[config.mk]
export PLATFORM = sky130hd
export DESIGN_NAME = pong_game_ctrl_flat
export DESIGN_NICKNAME = d
export VERILOG_FILES = /design/src/rtl/pong_game_ctrl_if.sv /design/src/rtl/pong_game_ctrl.sv /design/src/flat_wrapper.sv
export SDC_FILE = /design/constraint.sdc
export NUM_CORES = 1
export LEC_CHECK = 0
export ABC_AREA = 1
export CAP_MARGIN = 20
export CORE_ASPECT_RATIO = 1.75
export CORE_UTILIZATION = 35
export CTS_CLUSTER_DIAMETER = 150
export DETAILED_ROUTE_END_ITERATION = 10
export GPL_ROUTABILITY_DRIVEN = 0
export PLACE_DENSITY = 0.63
export REMOVE_ABC_BUFFERS = 1
export SETUP_SLACK_MARGIN = 0.1
export SKIP_CTS_REPAIR_TIMING = 1
export SYNTH_ARGS = -nofsm -noshare
export SYNTH_HDL_FRONTEND = slang
export SYNTH_SLANG_ARGS = --single-unit
[constraint.sdc]
create_clock -name i_Clk -period 3.3 [get_ports i_Clk]
set_input_delay 0.495 -clock i_Clk [delete_from_list [all_inputs] [get_ports i_Clk]]
set_output_delay 0.495 -clock i_Clk [all_outputs]
set_load 0.01 [all_outputs]
[src/rtl/pong_game_ctrl_if.sv]
// Pong game-state controller bus.
//  master: drives frame tick, buttons and tile positions; receives game state.
//  slave : the controller itself.
//  Inputs : i_FrameTick, i_StartGame, i_Pause, i_Ball_X_Pos, i_Ball_Y_Pos,
//           i_Paddle1_Y_Pos, i_Paddle2_Y_Pos
//  Outputs: o_State, o_GameRunning, o_ServeDir, o_P1_ScoreCount, o_P2_ScoreCount,
//           o_GameOver, o_Winner
interface pong_game_ctrl_if #(
    parameter int unsigned c_POS_WIDTH   = 6,
    parameter int unsigned c_SCORE_WIDTH = 4
);
    logic                     i_FrameTick;
    logic                     i_StartGame;
    logic                     i_Pause;
    logic [c_POS_WIDTH-1:0]   i_Ball_X_Pos;
    logic [c_POS_WIDTH-1:0]   i_Ball_Y_Pos;
    logic [c_POS_WIDTH-1:0]   i_Paddle1_Y_Pos;
    logic [c_POS_WIDTH-1:0]   i_Paddle2_Y_Pos;
    logic [2:0]               o_State;
    logic                     o_GameRunning;
    logic                     o_ServeDir;
    logic [c_SCORE_WIDTH-1:0] o_P1_ScoreCount;
    logic [c_SCORE_WIDTH-1:0] o_P2_ScoreCount;
    logic                     o_GameOver;
    logic                     o_Winner;

    modport master (
        output i_FrameTick, i_StartGame, i_Pause, i_Ball_X_Pos, i_Ball_Y_Pos,
               i_Paddle1_Y_Pos, i_Paddle2_Y_Pos,
        input  o_State, o_GameRunning, o_ServeDir, o_P1_ScoreCount, o_P2_ScoreCount,
               o_GameOver, o_Winner
    );

    modport slave (
        input  i_FrameTick, i_StartGame, i_Pause, i_Ball_X_Pos, i_Ball_Y_Pos,
               i_Paddle1_Y_Pos, i_Paddle2_Y_Pos,
        output o_State, o_GameRunning, o_ServeDir, o_P1_ScoreCount, o_P2_ScoreCount,
               o_GameOver, o_Winner
    );
endinterface

[src/rtl/pong_game_ctrl.sv]
// Pong game-state controller: scores, frame-timed serve countdown, pause toggle and
// win detection. Sits between ball/paddle control and pixel mixing.
//  i_Clk   : pixel clock
//  i_Rst_n : asynchronous active-low reset
//  bus     : pong_game_ctrl_if slave (tick/buttons/tile positions in, game state out)
// All outputs decode registered state only.
module pong_game_ctrl #(
    parameter int unsigned c_SCORE_WIDTH       = 4,
    parameter int unsigned c_SCORE_LIMIT       = 9,
    parameter int unsigned c_PADDLE_HEIGHT     = 6,
    parameter int unsigned c_GAME_WINDOW_WIDTH = 40,
    parameter int unsigned c_POS_WIDTH         = 6,
    parameter int unsigned c_SERVE_FRAMES      = 60
) (
    input logic             i_Clk,
    input logic             i_Rst_n,
    pong_game_ctrl_if.slave bus
);
    localparam int unsigned CntW = $clog2(c_SERVE_FRAMES + 1);
    localparam int unsigned SW1  = c_SCORE_WIDTH + 1;
    localparam int unsigned PW1  = c_POS_WIDTH + 1;

    localparam logic [CntW-1:0]        ServeLoad  = CntW'(c_SERVE_FRAMES);
    localparam logic [c_POS_WIDTH-1:0] P2Col      = c_POS_WIDTH'(c_GAME_WINDOW_WIDTH - 1);
    localparam logic [SW1-1:0]         ScoreLimit = SW1'(c_SCORE_LIMIT);
    localparam logic [PW1-1:0]         PadSpan    = PW1'(c_PADDLE_HEIGHT - 1);

    typedef enum logic [2:0] {
        StIdle     = 3'd0,
        StServe    = 3'd1,
        StRunning  = 3'd2,
        StPaused   = 3'd3,
        StP1Scores = 3'd4,
        StP2Scores = 3'd5,
        StGameOver = 3'd6
    } state_e;

    state_e                   state_q, state_d;
    logic [c_SCORE_WIDTH-1:0] p1_q, p1_d, p2_q, p2_d;
    logic [CntW-1:0]          cnt_q, cnt_d;
    logic                     serve_dir_q, serve_dir_d;
    logic                     winner_q, winner_d;
    logic                     start_prev_q, pause_prev_q;

    logic           start_edge, pause_edge;
    logic [PW1-1:0] ball_y, p1_top, p2_top;
    logic           p1_miss, p2_miss;
    logic [SW1-1:0] p1_inc, p2_inc;

    assign start_edge = bus.i_StartGame & ~start_prev_q;
    assign pause_edge = bus.i_Pause & ~pause_prev_q;

    // One extra bit so a paddle near the bottom does not wrap its window.
    assign ball_y  = {1'b0, bus.i_Ball_Y_Pos};
    assign p1_top  = {1'b0, bus.i_Paddle1_Y_Pos};
    assign p2_top  = {1'b0, bus.i_Paddle2_Y_Pos};
    assign p1_miss = (ball_y < p1_top) || (ball_y > p1_top + PadSpan);
    assign p2_miss = (ball_y < p2_top) || (ball_y > p2_top + PadSpan);

    // Widened so the limit test happens before the counter could wrap.
    assign p1_inc = {1'b0, p1_q} + SW1'(1);
    assign p2_inc = {1'b0, p2_q} + SW1'(1);

    always_ff @(posedge i_Clk or negedge i_Rst_n) begin
        if (!i_Rst_n) begin
            state_q      <= StIdle;
            p1_q         <= '0;
            p2_q         <= '0;
            cnt_q        <= '0;
            serve_dir_q  <= 1'b0;
            winner_q     <= 1'b0;
            start_prev_q <= 1'b0;
            pause_prev_q <= 1'b0;
        end else begin
            state_q      <= state_d;
            p1_q         <= p1_d;
            p2_q         <= p2_d;
            cnt_q        <= cnt_d;
            serve_dir_q  <= serve_dir_d;
            winner_q     <= winner_d;
            start_prev_q <= bus.i_StartGame;
            pause_prev_q <= bus.i_Pause;
        end
    end

    always_comb begin
        state_d     = state_q;
        p1_d        = p1_q;
        p2_d        = p2_q;
        cnt_d       = cnt_q;
        serve_dir_d = serve_dir_q;
        winner_d    = winner_q;
        case (state_q)
            StIdle: begin
                if (start_edge) begin
                    state_d = StServe;
                    cnt_d   = ServeLoad;
                end
            end
            StServe: begin
                if (bus.i_FrameTick) begin
                    if (cnt_q <= CntW'(1)) begin
                        state_d = StRunning;
                        cnt_d   = '0;
                    end else begin
                        cnt_d = cnt_q - CntW'(1);
                    end
                end
            end
            StRunning: begin
                // Left goal beats right goal when both columns coincide.
                if (bus.i_Ball_X_Pos == '0 && p1_miss) begin
                    state_d = StP2Scores;
                end else if (bus.i_Ball_X_Pos == P2Col && p2_miss) begin
                    state_d = StP1Scores;
                end else if (pause_edge) begin
                    state_d = StPaused;
                end
            end
            StPaused: begin
                if (pause_edge) state_d = StRunning;
            end
            StP1Scores: begin
                p1_d = p1_inc[c_SCORE_WIDTH-1:0];
                if (p1_inc == ScoreLimit) begin
                    state_d  = StGameOver;
                    winner_d = 1'b0;
                end else begin
                    state_d     = StServe;
                    cnt_d       = ServeLoad;
                    serve_dir_d = 1'b1;
                end
            end
            StP2Scores: begin
                p2_d = p2_inc[c_SCORE_WIDTH-1:0];
                if (p2_inc == ScoreLimit) begin
                    state_d  = StGameOver;
                    winner_d = 1'b1;
                end else begin
                    state_d     = StServe;
                    cnt_d       = ServeLoad;
                    serve_dir_d = 1'b0;
                end
            end
            StGameOver: begin
                if (start_edge) begin
                    p1_d    = '0;
                    p2_d    = '0;
                    state_d = StServe;
                    cnt_d   = ServeLoad;
                end
            end
            default: state_d = StIdle;
        endcase
    end

    always_comb begin
        bus.o_State         = state_q;
        bus.o_GameRunning   = (state_q == StRunning);
        bus.o_GameOver      = (state_q == StGameOver);
        bus.o_ServeDir      = serve_dir_q;
        bus.o_Winner        = winner_q;
        bus.o_P1_ScoreCount = p1_q;
        bus.o_P2_ScoreCount = p2_q;
    end
endmodule

[src/flat_wrapper.sv]
// flat-port wrapper written by rule: the top's interface ports become plain ports
module pong_game_ctrl_flat 
#(
    parameter int unsigned c_SCORE_WIDTH       = 4,
    parameter int unsigned c_SCORE_LIMIT       = 9,
    parameter int unsigned c_PADDLE_HEIGHT     = 6,
    parameter int unsigned c_GAME_WINDOW_WIDTH = 40,
    parameter int unsigned c_POS_WIDTH         = 6,
    parameter int unsigned c_SERVE_FRAMES      = 60
)
  (i_Clk, i_Rst_n, bus_i_FrameTick, bus_i_StartGame, bus_i_Pause, bus_i_Ball_X_Pos, bus_i_Ball_Y_Pos, bus_i_Paddle1_Y_Pos, bus_i_Paddle2_Y_Pos, bus_o_State, bus_o_GameRunning, bus_o_ServeDir, bus_o_P1_ScoreCount, bus_o_P2_ScoreCount, bus_o_GameOver, bus_o_Winner);
  pong_game_ctrl_if #(.c_POS_WIDTH(c_POS_WIDTH), .c_SCORE_WIDTH(c_SCORE_WIDTH)) bus_i ();
  input logic i_Clk;
  input logic i_Rst_n;
  input wire logic [$bits(bus_i.i_FrameTick)-1:0] bus_i_FrameTick;
  input wire logic [$bits(bus_i.i_StartGame)-1:0] bus_i_StartGame;
  input wire logic [$bits(bus_i.i_Pause)-1:0] bus_i_Pause;
  input wire logic [$bits(bus_i.i_Ball_X_Pos)-1:0] bus_i_Ball_X_Pos;
  input wire logic [$bits(bus_i.i_Ball_Y_Pos)-1:0] bus_i_Ball_Y_Pos;
  input wire logic [$bits(bus_i.i_Paddle1_Y_Pos)-1:0] bus_i_Paddle1_Y_Pos;
  input wire logic [$bits(bus_i.i_Paddle2_Y_Pos)-1:0] bus_i_Paddle2_Y_Pos;
  output wire logic [$bits(bus_i.o_State)-1:0] bus_o_State;
  output wire logic [$bits(bus_i.o_GameRunning)-1:0] bus_o_GameRunning;
  output wire logic [$bits(bus_i.o_ServeDir)-1:0] bus_o_ServeDir;
  output wire logic [$bits(bus_i.o_P1_ScoreCount)-1:0] bus_o_P1_ScoreCount;
  output wire logic [$bits(bus_i.o_P2_ScoreCount)-1:0] bus_o_P2_ScoreCount;
  output wire logic [$bits(bus_i.o_GameOver)-1:0] bus_o_GameOver;
  output wire logic [$bits(bus_i.o_Winner)-1:0] bus_o_Winner;
  assign bus_i.i_FrameTick = bus_i_FrameTick;
  assign bus_i.i_StartGame = bus_i_StartGame;
  assign bus_i.i_Pause = bus_i_Pause;
  assign bus_i.i_Ball_X_Pos = bus_i_Ball_X_Pos;
  assign bus_i.i_Ball_Y_Pos = bus_i_Ball_Y_Pos;
  assign bus_i.i_Paddle1_Y_Pos = bus_i_Paddle1_Y_Pos;
  assign bus_i.i_Paddle2_Y_Pos = bus_i_Paddle2_Y_Pos;
  assign bus_o_State = bus_i.o_State;
  assign bus_o_GameRunning = bus_i.o_GameRunning;
  assign bus_o_ServeDir = bus_i.o_ServeDir;
  assign bus_o_P1_ScoreCount = bus_i.o_P1_ScoreCount;
  assign bus_o_P2_ScoreCount = bus_i.o_P2_ScoreCount;
  assign bus_o_GameOver = bus_i.o_GameOver;
  assign bus_o_Winner = bus_i.o_Winner;
  pong_game_ctrl #(.c_SCORE_WIDTH(c_SCORE_WIDTH), .c_SCORE_LIMIT(c_SCORE_LIMIT), .c_PADDLE_HEIGHT(c_PADDLE_HEIGHT), .c_GAME_WINDOW_WIDTH(c_GAME_WINDOW_WIDTH), .c_POS_WIDTH(c_POS_WIDTH), .c_SERVE_FRAMES(c_SERVE_FRAMES)) u_core (.i_Clk(i_Clk), .i_Rst_n(i_Rst_n), .bus(bus_i));
endmodule
==> impl_metrics.tcl <==
set metrics [dict create \
    dpl_cell_area_mm2 0.00258 \
    synthDistinctLibCells 29 \
    slowest_delay_ns 0.51 \
    rr_endpoint "u_core.bus.o_State[0]" \
    syn_inst 290 \
    worstSetupStartpointType "primary input" \
    ys_seq_elements 21 \
    first_iter_violations 48 \
    diodes 0 \
    tightest_slew_ns 0.940 \
    num_io_pins 44 \
    critPathArrivalTime_ns 2.95 \
    path_buf_inv 4 \
    async_reset_ff_share_pct 100 \
    fin_area_mm2 0.00263 \
    hold_ws_ns 0.490 \
    vdd_drop_max_uv 209 \
    wl_per_cell_um 11.5 \
    route.detailed.drc 0 \
    core_mm2 0.00563 \
    p_leak_uw 0.00140 \
    nNetsFinal 398 \
    avgSynthCellArea_um2 7.10 \
    synth_common_cells "73 x nand2_1, 43 x inv_1, 32 x ha_1" \
    synth_edf_count 0 \
    cp_slowest_cell "clkdlybuf4s50_1" \
    cts_max_path_buffers 2 \
    grt_overflow 0 \
    r2r_slack_ns 1.40 \
    drive_gt1_share_pct 6.25 \
    cts-root-buf "clkbuf_8" \
    whs_endpoint "u_core.bus.o_Winner" \
    grt_first_pass_wirelength_um 8270 \
    routed_wl_um 4720 \
    min_path_cells 2 \
    netlist_area_mm2 0.00206 \
    powerDensity_mw_per_mm2 610 \
    status "completed" \
    fin_crit_sh_pct 84.7 \
    grt_start_max_net_pins 22 \
    htreeDepth 1 \
    die_area_mm2 0.00620 \
    yosys.area.top_type "dfrtp_1" \
    crit_path_frequent_cell "nand2_1" \
    die_h_um 103 \
    cp.required_ns 3.46 \
    clock_skew_ns 0.00504 \
    endpoint_kind "flop" \
    drt-pass1-iter-count 4 \
    power_uw 1600 \
    port_buffers 43 \
    hp-class "reg -> reg" \
    ys_top_cells_by_area "dfrtp_1 26%, ha_1 19%, nand2_1 13%" \
    std_cell_rows 36 \
    grt_pass1_vias 1973 \
    crit_family "simple AND/OR/NAND/NOR gates" \
    yosysWarnings 0 \
    syn2layout_area_growth_pct 27.5 \
    slew_headroom_pct 37.2 \
    tns_ns 0 \
    clk_pin_slew_worst_paths_ns 0.08 \
    reg2reg_depth 12 \
    ant_nets 0 \
    rsz0062_at_grt "false" \
    start_util_pct 36.6 \
    hold_start "u_core.bus.o_Winner" \
    route.vias.total 2004 \
    yosysTopAreaCellShare_pct 25.5 \
    viasPerCell 4.86 \
    yosysMostFrequentCell "nand2_1" \
    clock_latency_ns 0.26 \
    timing.final.crit_period_ns 2.79 \
    finalHoldViolCount 0 \
    cts_buffers 3 \
    cp_max_fo 4 \
    r2r-start "u_core.cnt_q[0]" \
    yosys_most_used_dff "dfrtp_1" \
    cts_tree "yes" \
    clock_sinks 21 \
    seq_area_frac_synth_pct 25.5 \
    grt_usage_pct 17.4 \
    grt_antenna_before_repair 0 \
    hpwl_um 4110 \
    fmax_ghz 0.358 \
    die_w_um 60.0 \
    drv_slew 0 \
    maxCapViolations 0 \
    critPathKind "in -> reg" \
    setup_viol 0 \
    cp_cell_sequence "clkdlybuf4s50_1 -> inv_1 -> o21ai_0 -> nand3_1 -> xor2_1 -> ha_1 -> inv_1 -> nor2_1 -> nand3_1 -> nand2_1 -> inv_1 -> nand2_1 -> nand2_1 -> nand2_1 -> nand3_1 -> nand2_1 -> nand2_1 -> nand2_1 -> nand2_1" \
]
==> flip-flops by register name (all words and copies together) (netlist names) <==
signal and flops:
u_core.bus.o_ServeDir 1, u_core.cnt_q 6, u_core.pause_prev_q 1, u_core.bus.o_P2_ScoreCount 4
u_core.bus.o_State 3, u_core.start_prev_q 1, u_core.bus.o_P1_ScoreCount 4, u_core.bus.o_Winner 1
==> tightest hold or removal path, stage by stage (launching register included) <==
cell and delay [ns]:
dfrtp_1 0.35, nand2_1 0.05, nand2_1 0.05
==> metal layers <==
metal | GRT usage [%] | up-vias | routed length, um
met1 | 18.2 | 900 | 1740
met4 | 9.48 | 0 | 178
met3 | 1.24 | 15 | 123
met2 | 33.1 | 59 | 2670
li1 | - | 1030 | -
met5 | 0 | - | 0
==> per-stage QoR <==
stage	utilization [%]	setup slack (ns)	instances
after floorplan	-	1.02	289
after global placement	45.8	0.309	408
after detailed placement	45.8	0.240	408
after CTS	46.6	0.510	412
after global routing	46.6	0.198	412
final	46.6	0.505	412
==> cell type report <==
class	instances	area [um^2]
fill	592	3010
multi-input combinational	220	1350
sequential	21	526
timing repair buffer	43	430
inverter	48	180
tap	76	95.1
clock buffer	3	41.3
clock inverter	1	5.00
==> layout by cell type (no fill, tap or decap) <==
cell | synthesis | final
nand2_1 | 73 | 73
inv_1 | 43 | 43
clkdlybuf4s50_1 | 0 | 43
ha_1 | 32 | 32
nand3_1 | 25 | 25
nor2_1 | 21 | 21
dfrtp_1 | 21 | 21
o21ai_0 | 16 | 16
xor2_1 | 12 | 12
a21oi_1 | 7 | 7
inv_2 | 5 | 5
nor3_1 | 5 | 5
nand4_1 | 5 | 5
o21ai_2 | 4 | 4
o21ai_1 | 3 | 3
clkbuf_8 | 0 | 3
a31oi_1 | 2 | 2
nor2_4 | 2 | 2
xnor2_1 | 2 | 2
o211ai_1 | 1 | 1
o21bai_1 | 1 | 1
and3_1 | 1 | 1
nand3b_1 | 1 | 1
nand3_2 | 1 | 1
or2_1 | 1 | 1
or2_4 | 1 | 1
nand2_2 | 1 | 1
or2_2 | 1 | 1
nand4_2 | 1 | 1
nand2_4 | 1 | 1
clkinv_2 | 0 | 1
==> logic make-up (layout without fill, tap and decap cells) <==
| family | Yosys count | count (layout) | share of synthesized area [%] |
|---|---|---|---|
| and+or+nand+nor | 140 | 140 | 30.7 |
| buffers and inverters | 49 | 95 | 9.00 |
| AOI/OAI and AO/OA | 34 | 34 | 9.36 |
| adders and majority gates | 32 | 32 | 19.5 |
| DFF | 21 | 21 | 25.5 |
| xor gates and xnor gates | 14 | 14 | 5.96 |
==> power by group <==
group	total (uW)	switching, uW	leakage, uW	internal, uW
Combinational	954	526	0.00113	428
Sequential	477	120	0.000240	357
Clock	170	85.5	0.0000255	84.0
==> worst max-delay path by stage <==
stage,cells past startpoint,end,from,slack (ns)
global route,19,u_core.bus.o_State[1],bus_i_Paddle2_Y_Pos[0],0.20
detailed placement,19,u_core.bus.o_State[0],bus_i_Paddle1_Y_Pos[0],0.24
finish,19,u_core.bus.o_State[0],bus_i_Paddle2_Y_Pos[0],0.51
global placement,19,u_core.bus.o_State[0],bus_i_Paddle1_Y_Pos[0],0.31
floorplan,18,u_core.bus.o_State[0],bus_i_Paddle2_Y_Pos[1],1.02
CTS,19,u_core.bus.o_State[0],bus_i_Paddle1_Y_Pos[0],0.51
Note: power is estimated with default switching activity, not from simulation.
